==> src/rtl/uart_bus_host.sv <==
// UART slave-bus initiator bridging a byte-stream client (TX in / RX out) to the UART registers.
// Define UART_HOST_RXBUF_EN to replace the single rx holding register with an RXBUF_DEPTH-entry FIFO.
module uart_bus_host #(
    parameter int TIMEOUT_CYC = 255,
    parameter int POLL_GAP    = 4,
    parameter int RXBUF_DEPTH = 4
) (
    input  logic        clk,
    input  logic        reset,
    output logic        cs_,
    output logic        as_,
    output logic        rw,
    output logic        addr,
    output logic [31:0] wr_data,
    input  logic [31:0] rd_data,
    input  logic        rdy_,
    input  logic        irq_rx,
    input  logic        tx_valid,
    input  logic [7:0]  tx_byte,
    output logic        tx_ready,
    output logic        rx_valid,
    output logic [7:0]  rx_byte,
    input  logic        rx_ready,
    output logic        bus_err
);
    localparam int WCW = $clog2(TIMEOUT_CYC + 1);
    localparam int GCW = $clog2(POLL_GAP + 1);

    typedef enum logic [2:0] {IDLE, RX_RD, RX_CLR, TX_POLL, TX_GAP, TX_WR} state_e;

    state_e         state_q, state_d;
    logic           hold_q, hold_d;
    logic           first_q, first_d;
    logic [WCW-1:0] wait_q, wait_d;
    logic [GCW-1:0] gap_q, gap_d;
    logic           berr_q, berr_d;
    logic           access, active, done, tmo;
    logic           rx_push, rx_pop, rx_room;

    // hold_q inserts the mandatory cs_=1 cycle when one access chains straight into another
    assign access   = (state_q == RX_RD) || (state_q == RX_CLR) || (state_q == TX_POLL) || (state_q == TX_WR);
    assign active   = access && !hold_q;
    assign done     = active && !first_q && !rdy_;
    assign tmo      = active && !first_q && rdy_ && (wait_q == WCW'(TIMEOUT_CYC - 1));
    assign cs_      = !active;
    assign as_      = !(active && first_q);
    assign tx_ready = done && (state_q == TX_WR);
    assign rx_push  = done && (state_q == RX_RD);
    assign bus_err  = berr_q;

    always_comb begin
        rw      = 1'b1;
        addr    = 1'b0;
        wr_data = '0;
        case (state_q)
            RX_RD:  addr = 1'b1;
            RX_CLR: rw = 1'b0;
            TX_WR: begin
                rw      = 1'b0;
                addr    = 1'b1;
                wr_data = {24'b0, tx_byte};
            end
            default: ;
        endcase
    end

    always_comb begin
        wait_d = '0;
        if (active && first_q)
            wait_d = WCW'(1);
        else if (active && !done && !tmo)
            wait_d = wait_q + WCW'(1);
    end

    always_comb begin
        state_d = state_q;
        hold_d  = 1'b0;
        first_d = hold_q;
        gap_d   = gap_q;
        berr_d  = 1'b0;
        case (state_q)
            IDLE: begin
                if (irq_rx && rx_room) begin
                    state_d = RX_RD;
                    first_d = 1'b1;
                end else if (tx_valid) begin
                    state_d = TX_POLL;
                    first_d = 1'b1;
                end
            end
            TX_GAP: begin
                if (irq_rx && rx_room) begin
                    state_d = IDLE;
                end else if (gap_q == GCW'(POLL_GAP - 1)) begin
                    state_d = TX_POLL;
                    first_d = 1'b1;
                end else begin
                    gap_d = gap_q + GCW'(1);
                end
            end
            default: begin
                if (tmo) begin
                    state_d = IDLE;
                    berr_d  = 1'b1;
                end else if (done) begin
                    case (state_q)
                        RX_RD: begin
                            state_d = RX_CLR;
                            hold_d  = 1'b1;
                        end
                        TX_POLL: begin
                            if (rd_data[3]) begin
                                state_d = TX_GAP;
                                gap_d   = '0;
                            end else begin
                                state_d = TX_WR;
                                hold_d  = 1'b1;
                            end
                        end
                        default: state_d = IDLE;
                    endcase
                end
            end
        endcase
    end

    always_ff @(posedge clk or negedge reset) begin
        if (!reset) begin
            state_q <= IDLE;
            hold_q  <= 1'b0;
            first_q <= 1'b0;
            wait_q  <= '0;
            gap_q   <= '0;
            berr_q  <= 1'b0;
        end else begin
            state_q <= state_d;
            hold_q  <= hold_d;
            first_q <= first_d;
            wait_q  <= wait_d;
            gap_q   <= gap_d;
            berr_q  <= berr_d;
        end
    end

    assign rx_pop = rx_valid && rx_ready;

`ifdef UART_HOST_RXBUF_EN
    localparam int PW = $clog2(RXBUF_DEPTH);

    logic [7:0]  mem_q [RXBUF_DEPTH];
    logic [PW-1:0] wr_q, rd_q;
    logic [PW:0]   cnt_q;
    logic          unused_ok;

    assign rx_room   = (cnt_q != (PW+1)'(RXBUF_DEPTH));
    assign rx_valid  = (cnt_q != '0);
    assign rx_byte   = mem_q[rd_q];
    assign unused_ok = ^rd_data[31:8];

    // power-of-2 depth lets the pointers wrap by plain overflow
    always_ff @(posedge clk or negedge reset) begin
        if (!reset) begin
            wr_q  <= '0;
            rd_q  <= '0;
            cnt_q <= '0;
            for (int i = 0; i < RXBUF_DEPTH; i++) mem_q[i] <= '0;
        end else begin
            if (rx_push) begin
                mem_q[wr_q] <= rd_data[7:0];
                wr_q        <= wr_q + PW'(1);
            end
            if (rx_pop) rd_q <= rd_q + PW'(1);
            cnt_q <= cnt_q + (PW+1)'(rx_push) - (PW+1)'(rx_pop);
        end
    end
`else
    logic [7:0] byte_q;
    logic       full_q;
    logic       unused_ok;

    assign rx_room   = !full_q;
    assign rx_valid  = full_q;
    assign rx_byte   = byte_q;
    assign unused_ok = ^{rd_data[31:8], (RXBUF_DEPTH > 0)};

    always_ff @(posedge clk or negedge reset) begin
        if (!reset) begin
            byte_q <= '0;
            full_q <= 1'b0;
        end else begin
            if (rx_push) byte_q <= rd_data[7:0];
            full_q <= rx_push | (full_q & ~rx_pop);
        end
    end
`endif
endmodule

==> config.mk <==
export PLATFORM = sky130hd
export DESIGN_NAME = uart_bus_host
export DESIGN_NICKNAME = d
export VERILOG_FILES = /design/src/rtl/uart_bus_host.sv
export SDC_FILE = /design/constraint.sdc
export NUM_CORES = 1
export LEC_CHECK = 0
export ABC_CLOCK_PERIOD_IN_PS = 1810
export BUFFER_PORTS_ARGS = -buffer_cell sky130_fd_sc_hd__buf_2
export CELL_PAD_IN_SITES_DETAIL_PLACEMENT = 1
export CELL_PAD_IN_SITES_GLOBAL_PLACEMENT = 1
export CORE_MARGIN = 10
export CORE_UTILIZATION = 31
export DETAILED_ROUTE_END_ITERATION = 16
export GPL_ROUTABILITY_DRIVEN = 0
export PLACE_DENSITY = 0.88
export SLEW_MARGIN = 20
export SYNTH_ARGS = -nofsm -noshare
export SYNTH_HDL_FRONTEND = slang
export SYNTH_SLANG_ARGS = --single-unit
==> constraint.sdc <==
create_clock -name clk -period 1.81 [get_ports clk]
set_clock_uncertainty 0.05 [all_clocks]
set_input_delay 0.0905 -clock clk [delete_from_list [all_inputs] [get_ports clk]]
set_output_delay 0.0905 -clock clk [all_outputs]
set_load 0.05 [all_outputs]
* Yosys cells after proc, flatten, opt, wreduce, memory -nomap -nowiden
Cells that the tools add are included.
** Word-level totals
- Word-level logic and storage cells :: 92
- Register bits :: 26
- Output and inout port bits :: 47
** Operators by class
- Add/subtract/negate cells :: 2
- Reductions and logical operators :: 33
- Bitwise gates (word level) :: 4
- Equal/unequal tests :: 12
- Muxes and demuxes :: 33
** Operators with widths (number)
- $mux W3 :: 12
- $mux W8 :: 3
- $pmux W3 S2 :: 3
- $mux W1 :: 13
- $logic_and A1 B1 Y1 :: 12
- $eq A3 B2 Y1 const B :: 3
- $add A8 B1 Y8 const B :: 1
- $eq A8 B8 Y1 const B :: 1
- $logic_not A1 Y1 :: 8
- $reduce_and A7 Y1 :: 1
- $eq A3 B3 Y1 const B :: 2
- $ne A3 B3 Y1 const B :: 2
- $reduce_bool A2 Y1 :: 3
- $reduce_or A2 Y1 :: 3
- $ne A2 B2 Y1 const B :: 2
- $pmux W1 S2 :: 2
- $reduce_bool A4 Y1 :: 1
- $add A3 B1 Y3 const B :: 1
- $eq A3 B1 Y1 const B :: 1
- $logic_not A3 Y1 :: 1
- $logic_or A1 B1 Y1 :: 3
- $reduce_and A3 Y1 :: 1
- $ne A2 B1 Y1 const B :: 1
- $not A1 Y1 :: 2
- other kinds (2) :: 2

* Longest topological paths before layout
- Depth in word-level cells :: 12
- Depth in mapped cells :: 6
- Depth with buffers taken out :: 6

* Least setup slack after synthesis
No wires, ideal clock.
- Path kind :: flip-flop to flip-flop
- Start point :: register state_q[1]
- End point :: register byte_q[0], in the netlist rx_byte[0]
- Cell stages (with the launch flop) :: 5
- Required time :: 1632 ps
- Slack :: -323 ps
- Data arrival time :: 1956 ps
- Cell sequence :: dfrtp_1 -> buf_2 -> nor2_1 -> nand3_4 -> mux2_1
** Between the ends
- Cells in the longest elaborated chain, start to end :: 8
** RTL lines
- from (decl) :: RTL line 31 : state_e state_q, state_d;
- from (signal assigned) :: RTL line 136 : state_q <= state_d;
- $eq A3 B1 Y1 or $eq A3 B2 Y1 (tied branches) :: RTL line 41, 48
- $logic_or A1 B1 Y1 (3 in series) :: RTL line 41 : assign access = (state_q == RX_RD) || (state_q == RX_CLR) || (state_q == TX_POLL) || (state_q == TX_WR);
- $logic_and A1 B1 Y1 :: RTL line 42 : assign active = access && !hold_q;
- $logic_and A1 B1 Y1 (2 in series) :: RTL line 43 : assign done = active && !first_q && !rdy_;
- $logic_and A1 B1 Y1 * :: RTL line 48 : assign rx_push = done && (state_q == RX_RD);
- to (signal assigned) :: RTL line 191 : if (rx_push) byte_q <= rd_data[7:0];
- to (decl) :: RTL line 177 : logic [7:0] byte_q;
Every way passes the cells marked *; elsewhere a longest branch is shown, timed or not.
A chain may end at the register's enable or synchronous reset.

* Worst setup path after layout
- Start point :: register first_q
- End point :: output tx_ready
** Between the ends
- Cells in the longest elaborated chain, start to end :: 4
** RTL lines
- from (decl) :: RTL line 33 : logic first_q, first_d;
- from (signal assigned) :: RTL line 138 : first_q <= first_d;
- $logic_not A1 Y1 :: RTL line 43
- $logic_and A1 B1 Y1 (2 in series) :: RTL line 43
- $logic_and A1 B1 Y1 :: RTL line 47 : assign tx_ready = done && (state_q == TX_WR);
- to (decl) :: RTL line 20 : output logic tx_ready,
No other way between the ends.

==> impl_metrics.toml <==
[outcome]
outcome = "complete, no violations"

[setup_path]
required_ns = 1.67
worstPathArrival_ns = 1.60
crit_family = "simple AND/OR/NAND/NOR gates"
worst-setup-path-type = "reg2out"
critPathLaunchType = "register"
crit_fanout = 5
cpPeakStageDelay_ns = 0.45
slowest_stage = "dfrtp_1"
path_cells = "nor2_1 > and3b_4 > and3_1 > clkbuf_4"
endpoint_kind = "output pin"
worst-path-buf-inv = 1

[worst_hold_path]
hold_path_class = "in2reg"

[route]
drc = 0
num_vias = 1303
via_per_inst = 4.43
wl_um = 4420
drt_iter0_markers = 45
ant_nets = 0
first_pass_iters = 4
avgRoutedWirePerCell_um = 15.0

[floorplanning]
rows = 26
die_height_um = 92.5
core-area_mm2 = 0.00511
initial_core_util = 0.319
die-area_mm2 = 0.00855
ios = 93
die_w_um = 92.5

[synthesis]
ys_warn_count = 0
postSynthAreaPerCell_um2 = 9.93
ys_seq_area_frac = 0.400
synth_area_leaders = "dfrtp_1 (40%), buf_4 (11%), mux2_1 (4.8%), nor2_1 (4.2%), and2_1 (3.1%)"
synth_area_mm2 = 0.00163
synth-async-reset-ratio = 1.00
synth_area_leader_cell = "dfrtp_1"
yosys_register_bits = 26
synth_commonest_cells = "dfrtp_1 (26), buf_4 (24), nor2_1 (18)"
postSynthCellCount = 164
synthFlopType = "dfrtp_1"
synth_edf_count = 0
synth.distinct_cells = 49
yosysTopAreaCellShare = 0.400
yosysMostFrequentCell = "dfrtp_1"

[timing]
rsz0062_at_grt = "false"
relSlewSlack = 0.602
fin_crit_ns = 1.74
finalSetupViolCount = 0
hold_viol_final = 0
fin_hold_ws_ns = 0.00447
slew_violations = 0
tns_ns = 0
fmax_mhz = 574
worstMarginPinSlew_ns = 0.598
finalCritPeriodShare = 0.962

[cts]
clkTransAtPathRegs_ns = 0.09
insertion_delay_ns = 0.27
cts_max_path_buffers = 2
htree_levels = 1
cts_tree = "built"
cts_root_buf = "clkbuf_8"
cts_sinks = 26
cts_buffers = 3

[layout]
layout.nets = 275
drive_gt1_frac = 0.321
diodes = 0
area_delta_synth_final_pct = 24.6
fillers = 622
finalInstanceArea_mm2 = 0.00203

[grt]
grt_use_total = 0.104
grt.overflow.total = 0
grt_pass1_wl_um = 7580
antenna_found_initial = 0
first_global_vias = 1547
grt_max_degree = 27

[placement]
hpwl_um = 3360
place_area_mm2 = 0.00187
portBuffers = 44

[power_and_ir_drop]
ir_worst_vdd_mv = 0.889
p_leak_nw = 1.01
powerDensity_mw_per_mm2 = 1670
power.total_mw = 3.38

[job]
drv_cap = 0
## layer usage
layer / up-vias / track usage / wire (µm) / part of all wire
li1: 626 / - / - / -
met1: 635 / 0.114 / 1770 / 0.40
met2: 38 / 0.194 / 2330 / 0.53
met3: 4 / 0.0347 / 288 / 0.065
met4: 0 / 0.0154 / 36 / 0.0081
met5: - / 0 / 0 / 0
## placed cells by master, fill, tap and decap left out, types with 2 or more instances in the layout
cell,count
mux2_2,2
nor2_1,17
conb_1,24
a21oi_1,2
xnor2_1,3
dlygate4sd3_1,8
dfrtp_2,2
nor2_4,2
nor3_1,3
buf_4,8
o211ai_1,3
a21o_1,5
o21ai_0,2
dfrtp_1,24
xor2_1,3
ha_1,4
buf_2,43
clkbuf_8,4
nand2_1,8
and2_1,8
mux2_1,7
inv_1,8
nand3_1,5
## cell type report
cell class              count  area, µm²  area share
clock buffers               4       55.1      0.0271
inverters                   8       30.0      0.0148
multi-input cells         126        840       0.414
flip-flops and latches     26        653       0.322
well taps                  70       87.6      0.0432
repair buffers             60        363       0.179
## path summary, 6_finish.rpt
kind	cells after the start	endpoint	slack (ns)	from
min in group asynchronous	2	bus_err	0.30	reset
min	2	rx_byte[2]	0.004	rd_data[2]
max	4	tx_ready	0.07	first_q
min reg2reg	1	rx_byte[0]	0.45	rx_byte[0]
max reg2reg	4	gap_q[2]	0.11	hold_q
max in group asynchronous	2	state_q[0]	0.97	reset
## state kept, by name (all words and copies together) (netlist names)
register  cells
bus_err       1
first_q       1
gap_q         3
hold_q        1
rx_byte       8
rx_valid      1
state_q       3
wait_q        8
## through the flow
stage,setup slack (ns),utilization,instances
after global routing,0.00661,0.397,294
after floorplan,0.106,-,187
after global placement,0.165,0.367,280
final,0.0683,0.397,294
after detailed placement,0.157,0.367,280
after CTS,0.00375,0.393,292
## timing repair
| action | CTS | global route |
|---|---|---|
| hold buffers | 8 | 0 |
| pin swaps | 0 | 0 |
| endpoints found under the hold margin | 33 | 0 |
| gates resized for setup | 1 | 2 |
| endpoints found under the setup margin | 9 | 7 |
| setup buffers | 0 | 2 |
| gates cloned | 0 | 0 |
## worst reg2reg max path, cell delays in order (launching register included)
cell	delay [ns]
dfrtp_1	0.44
or3_1	0.44
nor3_2	0.19
a31oi_2	0.15
mux2_4	0.31
## cell families (layout without fill, tap and decap cells)
family                   after synthesis  after routing  share of synthesized area
AND/OR/NAND/NOR                       58             58                      0.208
multiplexers                          10             10                     0.0715
other                                  1             24                    0.00230
buffers and inverters                 35             72                      0.142
flip-flops                            26             26                      0.400
XOR/XNOR                               6              6                     0.0323
AO/OA/AOI/OAI                         24             24                      0.113
adder cells (fa/ha/maj)                4              4                     0.0307
## report_power, final
part | switching [mW] | internal, mW | leakage (nW)
clock network | 0.188 | 0.195 | 0.0288
registers | 0.180 | 0.773 | 0.335
logic | 1.40 | 0.648 | 0.642
total | 1.77 | 1.62 | 1.01
Note: power is estimated with default switching activity, not from simulation.
